$ cat src/rtl/io_display_ctrl.sv
// IO output peripheral: LED latch plus a scanned 8-digit hex display.
// Store strobes from the IO decoder land here; outputs drive board pins.
module io_display_ctrl #(
  parameter int unsigned SCAN_DIV = 50000,
  parameter int unsigned DIGITS   = 8
) (
  input  logic        clock,
  input  logic        reset,
  input  logic        ioWrite,
  input  logic        LEDCtrl,
  input  logic        SegCtrl,
  input  logic [1:0]  addr_low,
  input  logic [15:0] write_data,
  output logic [23:0] LED,
  output logic [7:0]  seg_an,
  output logic [7:0]  seg_out
);

  localparam logic [31:0] LP_PLAST = 32'(SCAN_DIV - 1);
  localparam logic [2:0]  LP_ILAST = 3'(DIGITS - 1);

  logic [23:0] r_led;
  logic [31:0] r_segv;
  logic [31:0] r_pcnt;
  logic [2:0]  r_idx;
  logic [7:0]  r_an;
  logic [7:0]  r_seg;

  logic        w_led_lo;
  logic        w_led_hi;
  logic        w_seg_lo;
  logic        w_seg_hi;
  logic        w_wrap;
  logic [3:0]  w_nib;
  logic [7:0]  w_an;
  logic [7:0]  w_one;

  function automatic logic [7:0] hex7(input logic [3:0] n);
    logic [7:0] p;
    unique case (n)
      4'h0: p = 8'hC0;
      4'h1: p = 8'hF9;
      4'h2: p = 8'hA4;
      4'h3: p = 8'hB0;
      4'h4: p = 8'h99;
      4'h5: p = 8'h92;
      4'h6: p = 8'h82;
      4'h7: p = 8'hF8;
      4'h8: p = 8'h80;
      4'h9: p = 8'h90;
      4'hA: p = 8'h88;
      4'hB: p = 8'h83;
      4'hC: p = 8'hC6;
      4'hD: p = 8'hA1;
      4'hE: p = 8'h86;
      4'hF: p = 8'h8E;
    endcase
    return p;
  endfunction

  // LED select wins over segment select when both are asserted
  assign w_led_lo = ioWrite & LEDCtrl & (addr_low == 2'd0);
  assign w_led_hi = ioWrite & LEDCtrl & (addr_low == 2'd2);
  assign w_seg_lo = ioWrite & SegCtrl & ~LEDCtrl & (addr_low == 2'd0);
  assign w_seg_hi = ioWrite & SegCtrl & ~LEDCtrl & (addr_low == 2'd2);

  always_ff @(posedge clock or negedge reset) begin
    if (!reset) begin
      r_led  <= '0;
      r_segv <= '0;
    end else begin
      unique case (1'b1)
        w_led_lo: r_led[15:0]   <= write_data;
        w_led_hi: r_led[23:16]  <= write_data[7:0];
        w_seg_lo: r_segv[15:0]  <= write_data;
        w_seg_hi: r_segv[31:16] <= write_data;
        default: ;
      endcase
    end
  end

  assign w_wrap = (r_pcnt == LP_PLAST);

  always_ff @(posedge clock or negedge reset) begin
    if (!reset) begin
      r_pcnt <= '0;
      r_idx  <= '0;
    end else if (w_wrap) begin
      r_pcnt <= '0;
      r_idx  <= (r_idx == LP_ILAST) ? 3'd0 : r_idx + 3'd1;
    end else begin
      r_pcnt <= r_pcnt + 32'd1;
    end
  end

  // Outputs lag idx by one edge, so each slot stays SCAN_DIV wide
  assign w_one = 8'd1;
  assign w_an  = ~(w_one << r_idx);
  assign w_nib = r_segv[{r_idx, 2'b00} +: 4];

  always_ff @(posedge clock or negedge reset) begin
    if (!reset) begin
      r_an  <= 8'hFF;
      r_seg <= 8'hFF;
    end else begin
      r_an  <= w_an;
      r_seg <= hex7(w_nib);
    end
  end

  assign LED     = r_led;
  assign seg_an  = r_an;
  assign seg_out = r_seg;

endmodule

$ cat config.mk
export PLATFORM = sky130hd
export DESIGN_NAME = io_display_ctrl
export DESIGN_NICKNAME = d
export VERILOG_FILES = /design/src/rtl/io_display_ctrl.sv
export SDC_FILE = /design/constraint.sdc
export NUM_CORES = 1
export LEC_CHECK = 0
export ABC_AREA = 1
export BUFFER_PORTS_ARGS = -buffer_cell sky130_fd_sc_hd__buf_2
export CORE_MARGIN = 4
export CORE_UTILIZATION = 50
export DETAILED_ROUTE_END_ITERATION = 10
export PLACE_DENSITY = 0.73
export REMOVE_ABC_BUFFERS = 1
export SLEW_MARGIN = 15
export SYNTH_ARGS = -nofsm -noshare
export SYNTH_HDL_FRONTEND = slang
export SYNTH_SLANG_ARGS = --single-unit
$ cat constraint.sdc
create_clock -name clock -period 1.76 [get_ports clock]
set_input_delay 0.088 -clock clock [delete_from_list [all_inputs] [get_ports clock]]
set_output_delay 0.088 -clock clock [all_outputs]
set_load 0.02 [all_outputs]
======== Yosys cells after proc, flatten, opt, wreduce, memory -nomap -nowiden ========
Memory sizes are Yosys's and may differ from the RTL's. A register that Yosys moved wholly into a read port is not among the register bits.
Cells that the tools add are included.
storage, ports and cells
  flip-flop bits (word level) ............. 107
  bits in read-only memories .............. 112
  output and inout port bits .............. 40
  word-level logic and storage cells ...... 29
  memories ................................ 1
cells by class
  add/subtract/negate cells ............... 2
  eq/ne operators ......................... 3
  shift-type cells ........................ 2
  multiplexer cells ....................... 2
  bitwise gates (word level) .............. 9
  reduce and logical (&&, ||, !) cells .... 2
memory list
  memory            depth  bits a word  rd ports  clocked after memory_dff  wr ports  RTL line  RTL
  (name not given)  16     7            1         1                         0         40        unique case (n)
operators with widths
  cell                                             number
  adder 32 x 1 -> 32 bit, second input constant    1
  == test 32 x 16 -> 1 bit, second input constant  1
  2-to-1 mux 32 bit                                1
  indexed part select 32 x 6 -> 4 bit              1
  NOT 8 bit                                        1
  << shifter 1 x 3 -> 8 bit, first input constant  1
  bitwise AND 1 bit                                7
  adder 3 x 1 -> 3 bit, second input constant      1
  == test 3 bit, second input constant             1
  2-to-1 mux 3 bit                                 1
  == test 2 bit, second input constant             1
  logical NOT 2 bit                                1
  logical NOT 1 bit                                1
  NOT 1 bit                                        1

======== Depth between registers and ports, before layout ========
Gate-level depths: netlist of run 1.
  word-level depth ........................ 3
  gate-level depth with buffers ........... 13

======== Least setup slack after synthesis of run 1 ========
OpenSTA, ideal clock, no wires.
  path type ............................... flip-flop to flip-flop
  start ................................... reg r_idx[0]
  end ..................................... reg r_seg[5], in the netlist seg_out[5]
  data arrival time ....................... 1595 ps
  required time ........................... 1684 ps
  setup slack ............................. 89 ps
  cell stages (with the launch flop) ...... 14
  period minus slack after synthesis ...... 1671 ps
  cells stage by stage .................... dfrtp_1 > buf_4 > inv_4 > buf_6 > nand2_1 > nand3_1 > nand3_1 > nand2_1 > inv_1 > ha_1 > nand3_1 > nand2_1 > nand2_1 > nand2_1
between the ends
  cells in the longest elaborated chain, start to end .. 1
ends and longest elaborated chain
  what                                 RTL line  RTL
  from (decl)                          25        logic [2:0] r_idx;
  from (signal assigned)               90        r_idx <= (r_idx == LP_ILAST) ? 3'd0 : r_idx + 3'd1;
  indexed part select 32 x 6 -> 4 bit  99        assign w_nib = r_segv[{r_idx, 2'b00} +: 4];
  to (decl)                            27        logic [7:0] r_seg;
Every way passes these cells.
A chain may end at the register's enable or synchronous reset.

======== Worst setup path in the final report of run 1 ========
  start ................................... reg r_idx[0]
  end ..................................... reg r_seg[3], in the netlist seg_out[3]
The elaborated chain is that of the path after synthesis.

==> results of run 1 <==
-- cell usage after synthesis (all sizes together) --
| library cell | instances | share of area (%) |
|---|---|---|
| nor3b | 1 | 0.23 |
| xor2 | 12 | 2.0 |
| nand3 | 52 | 5.2 |
| xnor2 | 3 | 0.49 |
| clkbuf | 11 | 0.77 |
| and2 | 1 | 0.12 |
| buf | 6 | 0.98 |
| nor4 | 1 | 0.12 |
| nand2 | 213 | 15 |
| inv | 105 | 7.4 |
| nand4 | 13 | 1.5 |
| nor3 | 15 | 2.1 |
| dfrtp | 91 | 43 |
| o21ai | 61 | 5.7 |
| or2 | 1 | 0.12 |
| dfstp | 15 | 7.4 |
| ha | 12 | 2.8 |
| nand3b | 3 | 0.42 |
| conb | 1 | 0.070 |
| nor2 | 58 | 4.8 |
-- what timing repair did --
item	CTS	global route
buffers inserted	0	5
setup endpoints to repair	2	15
hold buffers	14	0
endpoints found under the hold margin	133	0
gates resized for setup	1	12
-- routing by layer --
metal | track usage [%] | wire (um)
met1 | 28.7 | 5610
met2 | 29.3 | 5180
met3 | 4.08 | 631
met4 | 6.97 | 158
met5 | 0 | 0
-- worst max-delay path by stage --
stage               startpoint    endpoint  slack, ps  cells after the start
floorplan             r_idx[0]  seg_out[5]         -4                     12
global placement      r_idx[0]  seg_out[3]        100                     11
detailed placement    r_idx[0]  seg_out[5]         20                     11
CTS                   r_idx[0]  seg_out[3]         30                     10
global route          r_idx[0]  seg_out[5]        -10                     12
finish                r_idx[0]  seg_out[3]        120                     11
-- power breakdown --
group          leakage, nW  switching (W)  internal, W
clock               0.0975       0.000908     0.000556
sequential            1.34       0.000155      0.00277
combinational         1.84       0.000706     0.000394
total                 3.28        0.00177      0.00372
-- placed cells by master, fill, tap and decap left out, types with 3 or more instances in the layout --
cell,instances
sky130_fd_sc_hd__dfstp_2,15
sky130_fd_sc_hd__buf_2,60
sky130_fd_sc_hd__nand2_2,9
sky130_fd_sc_hd__nand3_2,4
sky130_fd_sc_hd__clkbuf_8,9
sky130_fd_sc_hd__buf_4,17
sky130_fd_sc_hd__nand2_1,203
sky130_fd_sc_hd__o21ai_0,60
sky130_fd_sc_hd__nor2_4,3
sky130_fd_sc_hd__nor2_1,48
sky130_fd_sc_hd__inv_8,5
sky130_fd_sc_hd__nand3_1,48
sky130_fd_sc_hd__nor2_2,7
sky130_fd_sc_hd__dfrtp_1,90
sky130_fd_sc_hd__xnor2_1,3
sky130_fd_sc_hd__nor3_2,7
sky130_fd_sc_hd__nor3_1,7
sky130_fd_sc_hd__nand3b_1,3
sky130_fd_sc_hd__xor2_1,12
sky130_fd_sc_hd__dlygate4sd3_1,14
sky130_fd_sc_hd__inv_1,98
sky130_fd_sc_hd__nand4_1,13
sky130_fd_sc_hd__ha_1,10
sky130_fd_sc_hd__inv_2,6
-- flip-flops by register name (all words and copies together), names as in the netlist --
name / flops
seg_an: 8
r_segv: 32
r_pcnt: 32
seg_out: 7
r_idx: 3
LED: 24
-- area by class of cell --
type / count / area, um^2
Clock buffer: 9 / 124
Clock inverter: 7 / 66.3
Fill cell: 913 / 4110
Inverter: 105 / 402
Multi-Input combinational cell: 447 / 2230
Sequential cell: 106 / 2670
Tap cell: 136 / 170
Timing Repair Buffer: 93 / 599
-- cells by family (layout without fill, tap and decap cells) --
logic type               after synthesis  count (layout)  synth area share [%]
AO/OA/AOI/OAI                         61              61                  5.70
XOR/XNOR                              15              15                  2.45
adder cells (fa/ha/maj)               12              12                  2.80
buffers and inverters                122             214                  9.16
flip-flops                           106             106                  49.9
other                                  1               1                0.0700
AND/OR/NAND/NOR                      358             358                  29.9
-- stage by stage --
step | instance area [um^2] | hold WS (ps) | setup WS (ps)
4_1_cts | 6180 | 12.2 | 30.8
3_3_place_gp | 5850 | -6.29 | 97.8
3_5_place_dp | 5850 | -6.06 | 19.6
2_1_floorplan | 5260 | -208 | -4.00
5_1_grt | 6260 | 24.5 | -12.2
6_report | 6260 | 25.3 | 119
-- worst min-delay path, delay by kind of cell --
| kind | cells | cell delay (ps) |
|---|---|---|
| AO/OA/AOI/OAI | 1 | 150 |
| buffers and inverters | 2 | 140 |
==> impl_summary.md, run 1 <==
Finish
In the final design database the tool counted 797 nets. The proportion of layout cells with a drive suffix above 1 is 20.1%. For this run, the share of the core covered by cells in the final layout is 60.4%. The finished layout holds 903 standard cells, fillers aside. 0 antenna diodes ended up in the layout. The area growth from synthesis to layout is 17.0%.

Critical path
The kind of end point of the critical path is a register. At the worst endpoint, the arrival time is 1960 ps. The required arrival time at the worst endpoint is 2080 ps. STA classifies the critical path startpoint as a register. Counting stages on the worst path, the most repeated cell is sky130_fd_sc_hd__nand2_1. The reg-to-reg critical path endpoint is seg_out[3]. Of all nets on the critical path, the largest fanout is 8. The worst setup slack for register-to-register paths is 120 ps. The startpoint identified for the worst register-to-register timing path is r_idx[0]. For this run, the slowest stage of the critical path takes 490 ps.

The number of buffers and inverters on the critical path is 2. The largest delay contributor family on the critical path is simple AND/OR/NAND/NOR gates. The slowest stage of the critical path belongs to the cell sky130_fd_sc_hd__dfrtp_2. The signal on the critical path passes through buf_6, nand2_1, nand3_1, nand3_1, nand2_4, inv_1, ha_2, nand3_1, nand2_1, nand2_1, nand2_1. Counting cells, the worst reg-to-reg path comes to 11. The worst setup path is of the register to register kind.

STA
Setup total negative slack on the finished layout was measured at 0 ps. The final clock skew is 16.2 ps. The max-slew violation total from the final report is 0. Derived from the worst setup path, the maximum achievable clock frequency is 609 MHz. The final critical path time including I/O delays and setup is 1640 ps. Setup violations remaining at the end of the flow were counted as 0. The fraction of the cycle the final worst path needs is 93.2%. The number of hold violations in the final report is 0.

Routing
For this block, the via count after detailed routing is 4501. In this run, the number of DRC markers left after iteration 0 of detailed routing was 222. The final layout contains routed wiring with a total length of 11.6 mm.

After detailed routing, the average wire length per cell comes to 12.8 um. For this run, design rule violations remaining after detail routing come to 0. The detail-routed via count per cell is 4.98.

The first detailed-routing pass ran for 4 iterations. The remaining number of nets flagged by the antenna check after routing is 0.

Clock tree
The CTS tree is done. The H-tree was split into 3 levels. The clock edge transition at the registers on the reported setup and hold paths is 110 ps. The deepest clock path buffer count is 2. Clock tree synthesis found a total of 106 sinks. The root buffer selected by CTS is sky130_fd_sc_hd__clkbuf_8. For the worst-skew pair, the clock arrives at the later sink with an insertion delay of 390 ps. The number of CTS-inserted buffers is 9.

Synth
Summing every instance area after synthesis gives 5350 um^2. For this run, the register share of the synthesized area comes to 49.9%. Yosys printed 0 warnings. After synthesis, the mean cell area works out to 7.93 um^2. The number of different library cells used by synthesis comes to 30. The instance count of the mapped netlist is 675. The synthesized design contains 106 register bits.

Place
The number of input and output port buffers inserted is 61. The final weighted congestion in routability-driven placement is 0.925. The HPWL after detailed placement is 8.53 mm. The cell total after placement is 868.

Pwr
The power density normalized to cell area is 877 nW/um^2. The worst ir drop on vdd is 0.000749 V. Summing internal, switching and leakage power gives 0.00549 W. The leakage power total is 3.28 nW.

Die
Row generation in the floorplan step produced 37 rows. The initial core utilization is 51.6%. From bottom edge to top edge, the die measures 111 um. The die width is 111 um.

The area enclosed by the die boundary is 12400 um^2. The core region is 10400 um^2. 63 I/O pins were placed.

Global route
Summed over all layers, the global routing overflow is 0. The largest net degree at the start of global routing is 46. Global routing used 19.7% of the available tracks. The global-route wire length before repair is 20.1 mm. The initial antenna violation count came to 0. The number of global-route vias before repair was 4299.

Hold path
The class of the tightest hold or removal check is input pin to register. The cell depth of the worst min-delay path is 3. The destination of the worst hold path is r_segv[23]. The worst hold path startpoint is write_data[7].

Run
Max-cap violations in this run came to 0.

Status
The flow ran to the end, and the final reports show no timing, DRC or antenna violations.
No activity file was read; power rests on OpenSTA's default activity.
==> run 2: changes to the inputs <==
--- a/config.mk
+++ b/config.mk
@@ -10,6 +10,7 @@
 export CORE_MARGIN = 4
 export CORE_UTILIZATION = 50
 export DETAILED_ROUTE_END_ITERATION = 10
+export GPL_TIMING_DRIVEN = 0
 export PLACE_DENSITY = 0.73
 export REMOVE_ABC_BUFFERS = 1
 export SLEW_MARGIN = 15
==> impl_summary.md, run 2 (same netlist as run 1, synthesis figures left out) <==
Critical path
The worst endpoint data arrival time is 2050 ps (+90 ps). The most critical setup path has its endpoint at seg_out[0]. STA classifies the critical path startpoint as a register. The largest driver fanout on the critical path is 5 (-3).

The worst-case reg-to-reg path depth is 9 (-2). The worst setup slack for register-to-register paths is 10 ps (-110 ps). The kind of end point of the critical path is a register. The worst register-to-register path begins at r_idx[0].

The required arrival time at the worst endpoint is 2060 ps (-20 ps). The worst setup path is of the register to register kind. The critical path starts at r_idx[0].

The endpoint identified for the worst register-to-register timing path is seg_out[0].

Finish
The flip-flop and latch area is 2680 um^2 (+0.19%). The filler cell count is 928 (+1.6%). The end-of-flow core utilization is 60.8% (+0.40 points). The non-filler instance count after layout is 889 (-1.6%).

The antenna cell count is 0 (unchanged). The most common cell after layout, fill and taps aside is sky130_fd_sc_hd__nand2_1. The proportion of layout cells with a drive suffix above 1 is 23.4% (+3.3 points).

The area occupied by multi-input gates was 2400 um^2 (+7.6%). Compared with the post-synthesis result, the final layout area differs by 17.8%. The top cell types in the final layout, fill and taps aside, are 199 x sky130_fd_sc_hd__nand2_1, 97 x sky130_fd_sc_hd__inv_1, 88 x sky130_fd_sc_hd__dfrtp_1. The number of nets in the layout is 785 (-1.5%).

Global route
The number of global-route vias before repair is 4302 (+0.070%). The final global-route overflow total is 0 (unchanged). The initial antenna violation count came to 0 (unchanged). The largest net degree at the start of global routing is 62 (+35%). The global-route wire length before repair was 19.9 mm (-1.0%). The total track usage is 19.4% (-0.28 points).

Clock tree
The CTS tree is done. The number of sinks driven by the clock tree came to 106 (unchanged). The clock edge transition at the registers on the reported setup and hold paths is 100 ps (about the same). The number of CTS-inserted buffers is 9 (unchanged). The deepest clock path buffer count is 2 (unchanged). The number of H-tree levels is 3 (unchanged).

In this run the clock root is driven by a sky130_fd_sc_hd__clkbuf_8. The clock network latency to the later pin of the worst-skew pair is 380 ps (about the same).

Routing
The final wirelength is 12.1 mm (+4.1%). The number of design-rule violations left by the first detailed-router iteration was 302 (+36%). The detailed-route via count is 4503 (+0.044%). The detail-routed via count per cell was 5.07 (+1.6%).

The DRC violations left came to 0 (unchanged). The number of detailed-route iterations in the first pass is 4 (unchanged). The routed wire length per instance is 13.6 um (+5.7%). The remaining number of nets flagged by the antenna check after routing is 0 (unchanged).

Pwr
The worst ir drop on vdd is 0.000567 V (-24%). The power density normalized to cell area is 864 nW/um^2 (-1.4%). The leakage power total is 3.23 nW (-1.2%).

STA
The post-layout worst setup margin was 12.9 ps (-106 ps). The setup total negative slack was 0 ps (unchanged). The max-slew violation total from the final report is 0 (unchanged).

The final critical path time including I/O delays and setup is 1750 ps (+106 ps). The final clock skew is 15.0 ps (-1.16 ps). The number of hold violations in the final report is 0 (unchanged).

The maximum clock frequency came to 572 MHz (-6.1%). For the pin with the worst max-slew slack, the measured transition is 952 ps. Setup repair after global routing could not meet its margin everywhere. The fraction of the cycle the final worst path needs came to 99.3% (+6.0 points). The final setup violation count is 0 (unchanged). In this run the tightest slew margin relative to its limit is 36.3%.

Die
The die outline height is 111 um (unchanged). The area enclosed by the die boundary was 12400 um^2 (unchanged). The initial core utilization came to 51.6% (unchanged). The number of I/O pins is 63 (unchanged). The die width is 111 um (unchanged). The total core area is 10400 um^2 (unchanged).

The floorplan row count was 37 (unchanged).

Place
The number of input and output port buffers inserted is 61 (unchanged). The final weighted congestion in routability-driven placement is 0.884 (-4.4%). The setup slack after placement is -480 ps (-499 ps). The cell total after placement is 856 (-1.4%). The total half-perimeter wirelength after legalization and detailed placement is 8.35 mm (-2.1%).

Run
The number of max-capacitance violations reported came to 0 (unchanged).

Hold path
The worst hold path startpoint is write_data[3]. The class of the tightest hold or removal check is input pin to register.

Status
The flow ran to the end, and the final reports show no timing, DRC or antenna violations.
==> run 2: how the worst min path moves through the flow <==
stage	depth (start not counted)	endpoint	slack (ps)
after global placement	3	r_segv[30]	380
after CTS	3	r_segv[24]	1
after detailed placement	1	r_pcnt[26]	40
after floorplan	0	LED[0]	-210
final	3	r_segv[3]	10
after global routing	3	LED[15]	10
==> run 2: metrics by stage <==
| step | hold slack [ps] | total power, W | area (um^2) |
|---|---|---|---|
| finish | 13.7 | 0.00545 | 6300 |
| global placement | 382 | 0.00394 | 5740 |
| global route | 11.2 | 0.00577 | 6300 |
| floorplan | -208 | 0.00362 | 5260 |
| detailed placement | 39.0 | 0.00402 | 5770 |
| CTS | 1.24 | 0.00538 | 6060 |
==> run 2: routing by layer <==
layer | wire length [um] | GRT usage (%) | share of wire (%)
met4 | 244 | 6.00 | 2.0
met2 | 5580 | 30.6 | 46
met1 | 5500 | 26.7 | 46
met3 | 734 | 4.57 | 6.1
met5 | 0 | 0 | 0
==> run 2: power by group <==
part	internal [W]	leakage, nW	switching (W)
sequential	0.00277	1.33	0.000154
clock	0.000511	0.0782	0.000828
combinational	0.000414	1.82	0.000768
total	0.00370	3.23	0.00175
==> run 2: cell type report <==
class | instances | share of cell area, %
sequential | 106 | 42.5
clock buffer | 9 | 1.96
tap | 136 | 2.70
clock inverter | 5 | 0.655
timing repair buffer | 79 | 7.68
multi-input combinational | 449 | 38.1
inverter | 105 | 6.47
==> run 2: worst max-delay path: stages (launching register included) <==
cell                       delay [ps]
sky130_fd_sc_hd__dfrtp_4          550
sky130_fd_sc_hd__buf_6            150
sky130_fd_sc_hd__nand2_1           80
sky130_fd_sc_hd__nand3_2          100
sky130_fd_sc_hd__nand3_1          110
sky130_fd_sc_hd__nand2_2          140
sky130_fd_sc_hd__ha_2             210
sky130_fd_sc_hd__nand3b_1         180
sky130_fd_sc_hd__nand3_1          100
sky130_fd_sc_hd__nand2_1           60
==> run 2: repair_timing <==
action	in CTS	in global routing
endpoints found under the setup margin	7	24
gates resized for setup	11	45
hold buffers	4	0
endpoints found under the hold margin	51	0
pin swaps	0	14
gates cloned	0	2
buffers inserted	6	7
